## src/rtl/bin_clock_ctrl.sv

```systemverilog
// bin_clock_ctrl - timekeeping core of the binary clock.
//
// Divides clk down to a 1 Hz tick and keeps hours/minutes/seconds. Two
// debounced buttons drive a set-mode state machine: btn_mode cycles
// RUN -> SET_H -> SET_M -> SET_S -> RUN, and btn_inc bumps the field being
// edited. A registered, multiplexed 8-bit word feeds the display pins.
//
// Ports:
//   clk, rst_n          system clock, asynchronous active-low reset
//   ena                 count enable (freezes the prescaler only)
//   btn_mode, btn_inc   raw asynchronous active-high buttons
//   disp_sel            display field select (sec / min / hr / status)
//   sec, min, hr        current time fields
//   mode                0 RUN, 1 SET_H, 2 SET_M, 3 SET_S
//   tick                one-cycle pulse in the cycle the time updates
//   blink               field-blink flag, toggles while editing
//   disp                registered display word
`timescale 1ns/1ps

module bin_clock_ctrl #(
  parameter int DIV       = 10000000,
  parameter int DB_CYCLES = 1024
) (
  input  logic       clk,
  input  logic       rst_n,
  input  logic       ena,
  input  logic       btn_mode,
  input  logic       btn_inc,
  input  logic [1:0] disp_sel,
  output logic [5:0] sec,
  output logic [5:0] min,
  output logic [4:0] hr,
  output logic [1:0] mode,
  output logic       tick,
  output logic       blink,
  output logic [7:0] disp
);

  localparam int PW = $clog2(DIV);
  localparam int DW = $clog2(DB_CYCLES + 1);
  localparam logic [PW-1:0] PRESC_LAST = PW'(DIV - 1);
  localparam logic [PW-1:0] BLINK_LAST = PW'(DIV / 2 - 1);
  localparam logic [DW-1:0] DB_LAST    = DW'(DB_CYCLES - 1);

  typedef enum logic [1:0] {
    RUN   = 2'd0,
    SET_H = 2'd1,
    SET_M = 2'd2,
    SET_S = 2'd3
  } mode_e;

  // Button path; bit 0 is btn_mode, bit 1 is btn_inc.
  logic [1:0]         btn_sync1_q, btn_sync1_d;
  logic [1:0]         btn_sync2_q, btn_sync2_d;
  logic [1:0]         btn_acc_q, btn_acc_d;
  logic [1:0][DW-1:0] db_cnt_q, db_cnt_d;
  logic [1:0]         press;

  mode_e         mode_q, mode_d;
  logic [PW-1:0] presc_q, presc_d;
  logic [PW-1:0] blink_cnt_q, blink_cnt_d;
  logic          blink_q, blink_d;
  logic          tick_q, tick_d;
  logic [5:0]    sec_q, sec_d;
  logic [5:0]    min_q, min_d;
  logic [4:0]    hr_q, hr_d;
  logic [7:0]    disp_q, disp_d;

  logic mode_press;
  logic inc_press;

  // A level change is accepted only after DB_CYCLES consecutive differing
  // samples; the press event fires in the cycle a 0->1 change is accepted.
  always_comb begin
    btn_sync1_d = {btn_inc, btn_mode};
    btn_sync2_d = btn_sync1_q;
    btn_acc_d   = btn_acc_q;
    db_cnt_d    = db_cnt_q;
    press       = 2'b00;
    for (int i = 0; i < 2; i++) begin
      if (btn_sync2_q[i] != btn_acc_q[i]) begin
        if (db_cnt_q[i] == DB_LAST) begin
          btn_acc_d[i] = btn_sync2_q[i];
          db_cnt_d[i]  = '0;
          press[i]     = btn_sync2_q[i];
        end else begin
          db_cnt_d[i] = db_cnt_q[i] + DW'(1);
        end
      end else begin
        db_cnt_d[i] = '0;
      end
    end
  end

  // A mode press in the same cycle as an inc press wins; the inc is dropped.
  assign mode_press = press[0];
  assign inc_press  = press[1] & ~press[0];

  // Mode FSM, prescaler, time counters and blink generator.
  always_comb begin
    mode_d      = mode_q;
    presc_d     = presc_q;
    blink_cnt_d = blink_cnt_q;
    blink_d     = blink_q;
    tick_d      = 1'b0;
    sec_d       = sec_q;
    min_d       = min_q;
    hr_d        = hr_q;

    if (mode_press) begin
      case (mode_q)
        RUN:     mode_d = SET_H;
        SET_H:   mode_d = SET_M;
        SET_M:   mode_d = SET_S;
        default: mode_d = RUN;
      endcase
      // Every mode change restarts both dividers, so a return to RUN gets a
      // full second before its first tick and a new SET field starts lit.
      presc_d     = '0;
      blink_cnt_d = '0;
      blink_d     = 1'b1;
    end else if (mode_q == RUN) begin
      blink_cnt_d = '0;
      blink_d     = 1'b1;
      if (ena) begin
        if (presc_q == PRESC_LAST) begin
          presc_d = '0;
          tick_d  = 1'b1;
          if (sec_q == 6'd59) begin
            sec_d = '0;
            if (min_q == 6'd59) begin
              min_d = '0;
              hr_d  = (hr_q == 5'd23) ? 5'd0 : hr_q + 5'd1;
            end else begin
              min_d = min_q + 6'd1;
            end
          end else begin
            sec_d = sec_q + 6'd1;
          end
        end else begin
          presc_d = presc_q + PW'(1);
        end
      end
    end else begin
      presc_d = '0;
      if (blink_cnt_q == BLINK_LAST) begin
        blink_cnt_d = '0;
        blink_d     = ~blink_q;
      end else begin
        blink_cnt_d = blink_cnt_q + PW'(1);
      end
      // Editing wraps the selected field only; no carry into its neighbour.
      if (inc_press) begin
        case (mode_q)
          SET_H:   hr_d  = (hr_q == 5'd23)  ? 5'd0 : hr_q + 5'd1;
          SET_M:   min_d = (min_q == 6'd59) ? 6'd0 : min_q + 6'd1;
          default: sec_d = (sec_q == 6'd59) ? 6'd0 : sec_q + 6'd1;
        endcase
      end
    end
  end

  // Display word is built from the registered fields, one cycle behind them.
  always_comb begin
    disp_d = '0;
    case (disp_sel)
      2'd0:    disp_d = {2'b00, sec_q};
      2'd1:    disp_d = {2'b00, min_q};
      2'd2:    disp_d = {3'b000, hr_q};
      default: disp_d = {mode_q, blink_q, tick_q, 4'b0000};
    endcase
  end

  always_ff @(posedge clk or negedge rst_n) begin
    if (!rst_n) begin
      btn_sync1_q <= '0;
      btn_sync2_q <= '0;
      btn_acc_q   <= '0;
      db_cnt_q    <= '0;
      mode_q      <= RUN;
      presc_q     <= '0;
      blink_cnt_q <= '0;
      blink_q     <= 1'b1;
      tick_q      <= 1'b0;
      sec_q       <= '0;
      min_q       <= '0;
      hr_q        <= '0;
      disp_q      <= '0;
    end else begin
      btn_sync1_q <= btn_sync1_d;
      btn_sync2_q <= btn_sync2_d;
      btn_acc_q   <= btn_acc_d;
      db_cnt_q    <= db_cnt_d;
      mode_q      <= mode_d;
      presc_q     <= presc_d;
      blink_cnt_q <= blink_cnt_d;
      blink_q     <= blink_d;
      tick_q      <= tick_d;
      sec_q       <= sec_d;
      min_q       <= min_d;
      hr_q        <= hr_d;
      disp_q      <= disp_d;
    end
  end

  assign sec   = sec_q;
  assign min   = min_q;
  assign hr    = hr_q;
  assign mode  = mode_q;
  assign tick  = tick_q;
  assign blink = blink_q;
  assign disp  = disp_q;

endmodule

```

## config.mk

```make
export PLATFORM = sky130hd
export DESIGN_NAME = bin_clock_ctrl
export DESIGN_NICKNAME = d
export VERILOG_FILES = /design/src/rtl/bin_clock_ctrl.sv
export SDC_FILE = /design/constraint.sdc
export NUM_CORES = 1
export LEC_CHECK = 0
export ABC_AREA = 1
export CAP_MARGIN = 0
export CORE_MARGIN = 2
export CORE_UTILIZATION = 26
export DETAILED_ROUTE_END_ITERATION = 7
export SYNTH_ARGS = -nofsm -noshare
export SYNTH_HDL_FRONTEND = slang
export SYNTH_SLANG_ARGS = --single-unit
export TNS_END_PERCENT = 1
```

## constraint.sdc

```tcl
create_clock -name clk -period 1.7 [get_ports clk]
set_clock_uncertainty 0.1 [all_clocks]
set_input_delay 0.255 -clock clk [delete_from_list [all_inputs] [get_ports clk]]
set_output_delay 0.255 -clock clk [all_outputs]
set_load 0.005 [all_outputs]
```

==> results of run 1 <==
[kinds of logic after synthesis]
kind of cell,after synthesis
AO/OA/AOI/OAI,80
flip-flops,105
XOR/XNOR,28
buffers and inverters,99
AND/OR/NAND/NOR,412
adder cells (fa/ha/maj),10
[per-layer routing]
layer  track usage [%]  up-vias  wire [µm]
li1                  -     2728          -
met1              17.9     2523       7260
met2              21.7       71       7170
met3              3.01       16        417
met4              3.13        0        211
met5                 0        -          0
[where the power goes]
| part | internal (mW) | switching [mW] |
|---|---|---|
| Clock | 1.16 | 1.00 |
| Combinational | 0.212 | 0.252 |
| Sequential | 2.57 | 0.0622 |
[per-stage QoR]
stage	std cells	setup TNS [ns]	setup slack (ns)
2_1_floorplan	734	0	0.0291
3_3_place_gp	1164	-2.90	-0.191
3_5_place_dp	1164	-3.15	-0.205
4_1_cts	1185	-0.530	-0.0472
5_1_grt	1186	-4.41	-0.201
6_report	1186	-0.203	-0.0385
[state kept, by name, indices dropped and copies added, names as in the netlist]
| register | flops |
|---|---|
| btn_sync1_q | 2 |
| blink | 1 |
| disp | 8 |
| presc_q | 24 |
| btn_acc_q | 2 |
| hr | 5 |
| btn_sync2_q | 2 |
| tick | 1 |
| sec | 6 |
| blink_cnt_q | 24 |
| db_cnt_q | 22 |
| mode | 2 |
| min | 6 |
[cells in the final DEF (no fill, tap or decap), types with 8 or more instances in the layout]
master / synthesis / layout
nand3_1: 42 / 36
a21oi_1: 16 / 16
nor3_1: 38 / 31
xor2_1: 19 / 19
xnor2_1: 9 / 9
clkdlybuf4s50_1: 0 / 15
nand2_2: 3 / 8
nand3_2: 6 / 10
nand4_1: 19 / 19
o21ai_1: 2 / 10
o21ai_0: 35 / 25
dfrtp_1: 104 / 102
nor2_1: 101 / 85
buf_4: 2 / 118
nor2_2: 4 / 17
clkbuf_16: 0 / 9
nand2_1: 173 / 166
nor2_4: 6 / 9
dlygate4sd2_1: 0 / 15
inv_1: 89 / 84
[final timing paths]
kind | start | end | slack, ns | cells past startpoint
worst max-delay path | presc_q[0] | presc_q[18] | -0.04 | 9
worst min-delay path | btn_mode | btn_sync1_q[0] | 0.24 | 1
worst max register to register | presc_q[0] | presc_q[18] | -0.04 | 9
worst min register to register | btn_sync1_q[0] | btn_sync2_q[0] | 0.26 | 0
max in group asynchronous | rst_n | blink_cnt_q[1] | 0.63 | 3
min in group asynchronous | rst_n | blink_cnt_q[9] | 0.30 | 2
[repair_timing]
item | CTS | global route
endpoints found under the hold margin | 24 | 0
hold buffers | 1 | 0
setup buffers | 4 | 1
gates resized for setup | 45 | 53
endpoints found under the setup margin | 77 | 73
pin swaps | 7 | 13
[layout make-up]
cell class | instances | area (µm²) | share of cell area, %
Tap cell | 280 | 350 | 4.41
Clock inverter | 7 | 80.1 | 1.01
Clock buffer | 9 | 225 | 2.84
Inverter | 94 | 365 | 4.60
Sequential cell | 105 | 2630 | 33.1
Multi-Input combinational cell | 530 | 2960 | 37.2
Timing Repair Buffer | 161 | 1340 | 16.8
[synthesized netlist by cell type, types with 7 or more instances]
| master | instances |
|---|---|
| ha_1 | 10 |
| nand3_1 | 42 |
| dfrtp_1 | 104 |
| nand4_1 | 19 |
| o21ai_0 | 35 |
| a21oi_1 | 16 |
| xor2_1 | 19 |
| nor2_1 | 101 |
| nand2_1 | 173 |
| inv_1 | 89 |
| nor3_1 | 38 |
| xnor2_1 | 9 |
| o22ai_1 | 7 |
[critical path: stages, from the launching register on]
cell and delay [ns]:
dfrtp_1 0.36, ha_1 0.19, buf_4 0.13, nand4_1 0.17, nor2_2 0.17, nand3_1 0.11, nor3_1 0.17, nand3_1 0.10
nand3_1 0.10, nand2_1 0.06
==> summary.md, run 1 <==
| Metric | Value |
|---|---|
| Outcome | `finished with violations` |
| Failing checks | `negative setup slack` |
| Share of the synthesized area in the top cell type | `45.2%` |
| Boundary Pins | `36` |
| Critical path capture point type | `register` |
| First-pass GRT wire length | `25800 µm` |
| Longest Clk Path Bufs | `2` |
| Startpoint types | `register` |
| Vias in the first global route | `5287` |
| Sequential area share after synthesis | `45.6%` |
| Nets | `918` |
| Peak VDD IR | `482 µV` |
| DRT Pass-1 Iters | `4` |
| Std-Cell Rows | `54` |
| CTS tree | `yes` |
| MaxCap Viol Count | `0` |
| Worst-skew pair later-pin latency | `0.36 ns` |
| # DRC | `0` |
| Post-route ant nets | `0` |
| Cell area after layout | `7940 µm²` |
| Synth top area cells | `dfrtp_1 (45%), nand2_1 (11%), nor2_1 (6.6%)` |
| Fraction of layout cells with a size suffix above 1 | `25.3%` |
| Clock Sinks | `105` |
| CTS buffer count | `9` |
| Max H-tree Level | `3` |
| Buffers on Ports | `35` |
| Fmax | `575 MHz` |
| Largest family of logic cells by synthesized area | `simple AND/OR/NAND/NOR gates` |
| Yosys reg bits | `105` |
| Root Buffer Master | `clkbuf_16` |
| Post-layout min period | `1.74 ns` |
| Synth cell types | `42` |
| Core Util, Final | `36.4%` |
| Largest net degree at the start of global routing | `34` |
| Final hold vios | `0` |
| Post-synth ARST share | `100%` |
| Initial core utilization | `26.4%` |
| Yosys top cell by area | `dfrtp_1` |
| Setup ws final | `-0.0385 ns` |
| Post-synthesis xor/xnor area fraction | `4.26%` |
| Worst-path fanout max | `3` |
| Final max-slew violation count | `0` |
| Fillcell total | `2225` |
| Worst path required time | `1.85 ns` |
| Final setup fails | `7` |
| Initial antenna violation count | `0` |
| Synth Net Count | `751` |
| DP Area | `7350 µm²` |
| Main synth FF type | `dfrtp_1` |
| Min Hold Slack | `0.237 ns` |
| Area growth, synth to finish | `37.8%` |
| Total grt overflow | `0` |
| Synth Area in Adders | `2.17%` |
| Worst path arrival time | `1.89 ns` |
| Critical path type | `register to register` |
| Avg Inst Size Synth | `7.85 µm²` |
| Total wire length | `15100 µm` |
| Iteration-0 DRC Markers | `390` |
| Synthesized cell area | `5760 µm²` |
| Synth Area in Compound Gates | `8.08%` |
| Simple-gate area share of the yosys netlist | `33.1%` |
| GRT Util Overall | `13.3%` |
| Die area | `23400 µm²` |
| Final period util | `102%` |
| Ys Warns | `0` |
| Static leakage | `3.65 nW` |
| Post-synth EDFFs | `0` |
| Routed vias/inst | `4.50` |
| PD cells | `661 nW/µm²` |
| Min-Delay Path Class | `input pin to register` |
| Core Footprint | `21800 µm²` |
| Worst slew margin | `69.2%` |
| DR vias | `5338` |
| GP Congestion | `0.908` |
| Die Y | `153 µm` |
| Slew @ Worst Pin | `0.460 ns` |
| Inserted Diodes | `0` |
| Die width | `153 µm` |
| Clock transition at path regs | `0.08 ns` |
| Post-Syn Instances | `734` |
| Drt wl/cell | `12.7 µm` |
| Tot Pwr | `5.25 mW` |
| Fraction of synthesized area in multiplexers | `0%` |
| RSZ-0062 raised after global routing | `true` |
| Detailed placer's ending HPWL | `11200 µm` |
Power figures use the tool's default switching activity.
==> run 2, diff against run 1 <==
Settings changed: CTS_CLUSTER_SIZE from default to 12.
==> results of run 2 <==
Same layout as run 1: the final DEF is identical, and so are final timing and power.
==> run 3, diff against run 2 <==
Settings changed: CTS_BUF_LIST from default to sky130_fd_sc_hd__clkbuf_4.
==> run 3 against run 2 <==
Effect of this change: the run still ends with negative setup slack left; cell count increased by 0.17%; sequential cell count unchanged; combinational power shrank 3%; critical endpoint is now sec[0]; highest routed layer unchanged.
==> summary.md, run 3 (synthesized netlist as in run 1, its figures left out) <==
| Metric | Value |
|---|---|
| Outcome | `finished with violations (unchanged)` |
| Failing checks | `negative setup slack (unchanged)` |
| Area growth, synth to finish | `33.0% (was 37.8%)` |
| Buffers on Ports | `35 (unchanged)` |
| Slew @ Worst Pin | `0.452 ns (was 0.460 ns)` |
| Detailed placer's ending HPWL | `11200 µm (unchanged)` |
| Post-layout min period | `1.81 ns (was 1.74 ns)` |
| Largest registers | `blink_cnt_q: 24 flops, presc_q: 24 flops, db_cnt_q: 22 flops (unchanged)` |
| Final max-slew violation count | `0 (unchanged)` |
| DRT Pass-1 Iters | `5 (was 4)` |
| Worst path arrival time | `2.17 ns (was 1.89 ns)` |
| Setup ws final | `-0.111 ns (was -0.0385 ns)` |
| Internal power | `3.23 mW (was 3.93 mW)` |
| Clock transition at path regs | `0.19 ns (was 0.08 ns)` |
| Fraction of layout cells with a size suffix above 1 | `23.9% (was 25.3%)` |
| Initial antenna violation count | `0 (unchanged)` |
| Nets | `920 (was 918)` |
| Reg area | `2630 µm² (about the same)` |
| # DRC | `0 (unchanged)` |
| Vias in the first global route | `5297 (was 5287)` |
| Startpoint types | `register (unchanged)` |
| Die width | `153 µm (unchanged)` |
| Dpl ws | `-0.205 ns (unchanged)` |
| Core Footprint | `21800 µm² (unchanged)` |
| Commonest non-fill, non-tap cell in the layout | `nand2_1 (unchanged)` |
| RSZ-0062 raised after global routing | `true (unchanged)` |
| Cell area after layout | `7670 µm² (was 7940 µm²)` |
| Final period util | `107% (was 102%)` |
| Fillcell total | `2263 (was 2225)` |
| Total grt overflow | `0 (unchanged)` |
| Psw | `1.20 mW (was 1.32 mW)` |
| Iteration-0 DRC Markers | `378 (was 390)` |
| Worst slew margin | `69.7% (was 69.2%)` |
| DR vias | `5341 (was 5338)` |
| Tot Pwr | `4.44 mW (was 5.25 mW)` |
| Die area | `23400 µm² (unchanged)` |
| CTS buffer count | `9 (unchanged)` |
| DP Area | `7350 µm² (unchanged)` |
| Core Util, Final | `35.1% (was 36.4%)` |
| Final setup fails | `54 (was 7)` |
| Routed vias/inst | `4.50 (about the same)` |
| Std-Cell Rows | `54 (unchanged)` |
| Boundary Pins | `36 (unchanged)` |
| Total wire length | `14900 µm (was 15100 µm)` |
| MaxCap Viol Count | `0 (unchanged)` |
| Inserted Diodes | `0 (unchanged)` |
| First-pass GRT wire length | `25600 µm (was 25800 µm)` |
| Critical path type | `register to register (unchanged)` |
| Min-Delay Path Class | `input pin to register (unchanged)` |
| Critical path capture point type | `register (unchanged)` |
| Sw Share | `27.1% (was 25.1%)` |
| Drt wl/cell | `12.5 µm (was 12.7 µm)` |
| Worst-path fanout max | `6 (was 3)` |
| Clock Sinks | `105 (unchanged)` |
| Longest Clk Path Bufs | `2 (unchanged)` |
| Final hold vios | `0 (unchanged)` |
| Clk pwr share | `30.7% (was 41.1%)` |
| Worst path required time | `2.06 ns (was 1.85 ns)` |
| GRT Util Overall | `13.2% (was 13.3%)` |
| Worst-skew pair later-pin latency | `0.50 ns (was 0.36 ns)` |
| Multi-input gate area | `2860 µm² (was 2960 µm²)` |
| Worst R2R Setup Slack | `-0.11 ns (was -0.04 ns)` |
| Die Y | `153 µm (unchanged)` |
| Commonest non-fill, non-tap cells in the layout | `nand2_1 (170), buf_4 (118), dfrtp_1 (103), nor2_1 (90), inv_1 (86) (was nand2_1 (166), buf_4 (118), dfrtp_1 (102), nor2_1 (85), inv_1 (84))` |
| Initial core utilization | `26.4% (unchanged)` |
| Static leakage | `3.52 nW (was 3.65 nW)` |
| PD cells | `579 nW/µm² (was 661 nW/µm²)` |
| Peak VDD IR | `447 µV (was 482 µV)` |
| Fmax | `552 MHz (was 575 MHz)` |
| Post-route ant nets | `0 (unchanged)` |
| CTS tree | `yes (unchanged)` |
| GP Congestion | `0.908 (unchanged)` |
| Root Buffer Master | `clkbuf_4 (was clkbuf_16)` |
| Max H-tree Level | `3 (unchanged)` |
| Sequential fraction of design power | `59.2% (was 50.0%)` |
| Combinational share of power | `10.1% (was 8.8%)` |
| Largest net degree at the start of global routing | `34 (unchanged)` |
[run 3: what timing repair did]
item	in CTS	in global routing
hold endpoints to repair	105	0
pin swaps	4	10
buffers inserted	4	3
resized for setup	70	33
hold buffers	1	0
setup endpoints to repair	94	87
[run 3: critical path: stages, from the launching register on]
cell and delay, ns:
dfrtp_1 0.43, ha_4 0.16, nand3_4 0.09, nor2_4 0.15, nand2_1 0.10, nor2_2 0.16, nand3_2 0.13, buf_4 0.16
nand4_2 0.16, nand2_1 0.07, nand2_1 0.07
[run 3: cell type report]
type                    instances  share of cell area [%]
clock inverters                 7                    1.04
inverters                      94                    4.70
flip-flops and latches        105                    34.3
repair buffers                163                    17.2
clock buffers                   9                   0.881
multi-input cells             530                    37.3
well taps                     280                    4.57
[run 3: final timing paths]
| check | start | to | depth (start not counted) |
|---|---|---|---|
| setup / recovery | db_cnt_q[0] | sec[0] | 10 |
| min in group asynchronous | rst_n | disp[3] | 2 |
| max in group asynchronous | rst_n | disp[6] | 3 |
| hold reg to reg | btn_sync1_q[0] | btn_sync2_q[0] | 0 |
| setup reg to reg | db_cnt_q[0] | sec[0] | 10 |
| hold / removal | btn_mode | btn_sync1_q[0] | 1 |
[run 3: layer usage]
layer	wire length, µm	share of wire [%]	global-route usage, %	up-vias
met5	0	0	0	-
met4	151	1.0	3.17	0
met3	467	3.1	2.92	12
met2	7080	48	21.5	85
met1	7160	48	17.8	2511
li1	-	-	-	2733
[run 3: power groups by stage]
stage	registers, mW	clock network [mW]	logic [mW]
finish	2.63	1.36	0.450
global route	2.64	1.54	0.514
CTS	2.63	1.44	0.450
detailed placement	2.67	0	0.440
global placement	2.67	0	0.436
floorplan	2.67	0	0.187
[run 3: through the flow]
step                      hold WS [ns]  TNS [ns]  cells
after floorplan                 -0.141         0    734
after global placement           0.133     -2.90   1164
after detailed placement         0.125     -3.15   1164
after CTS                       0.0483     -1.45   1185
after global routing            0.0331    -10.77   1188
final                           0.0919     -2.82   1188
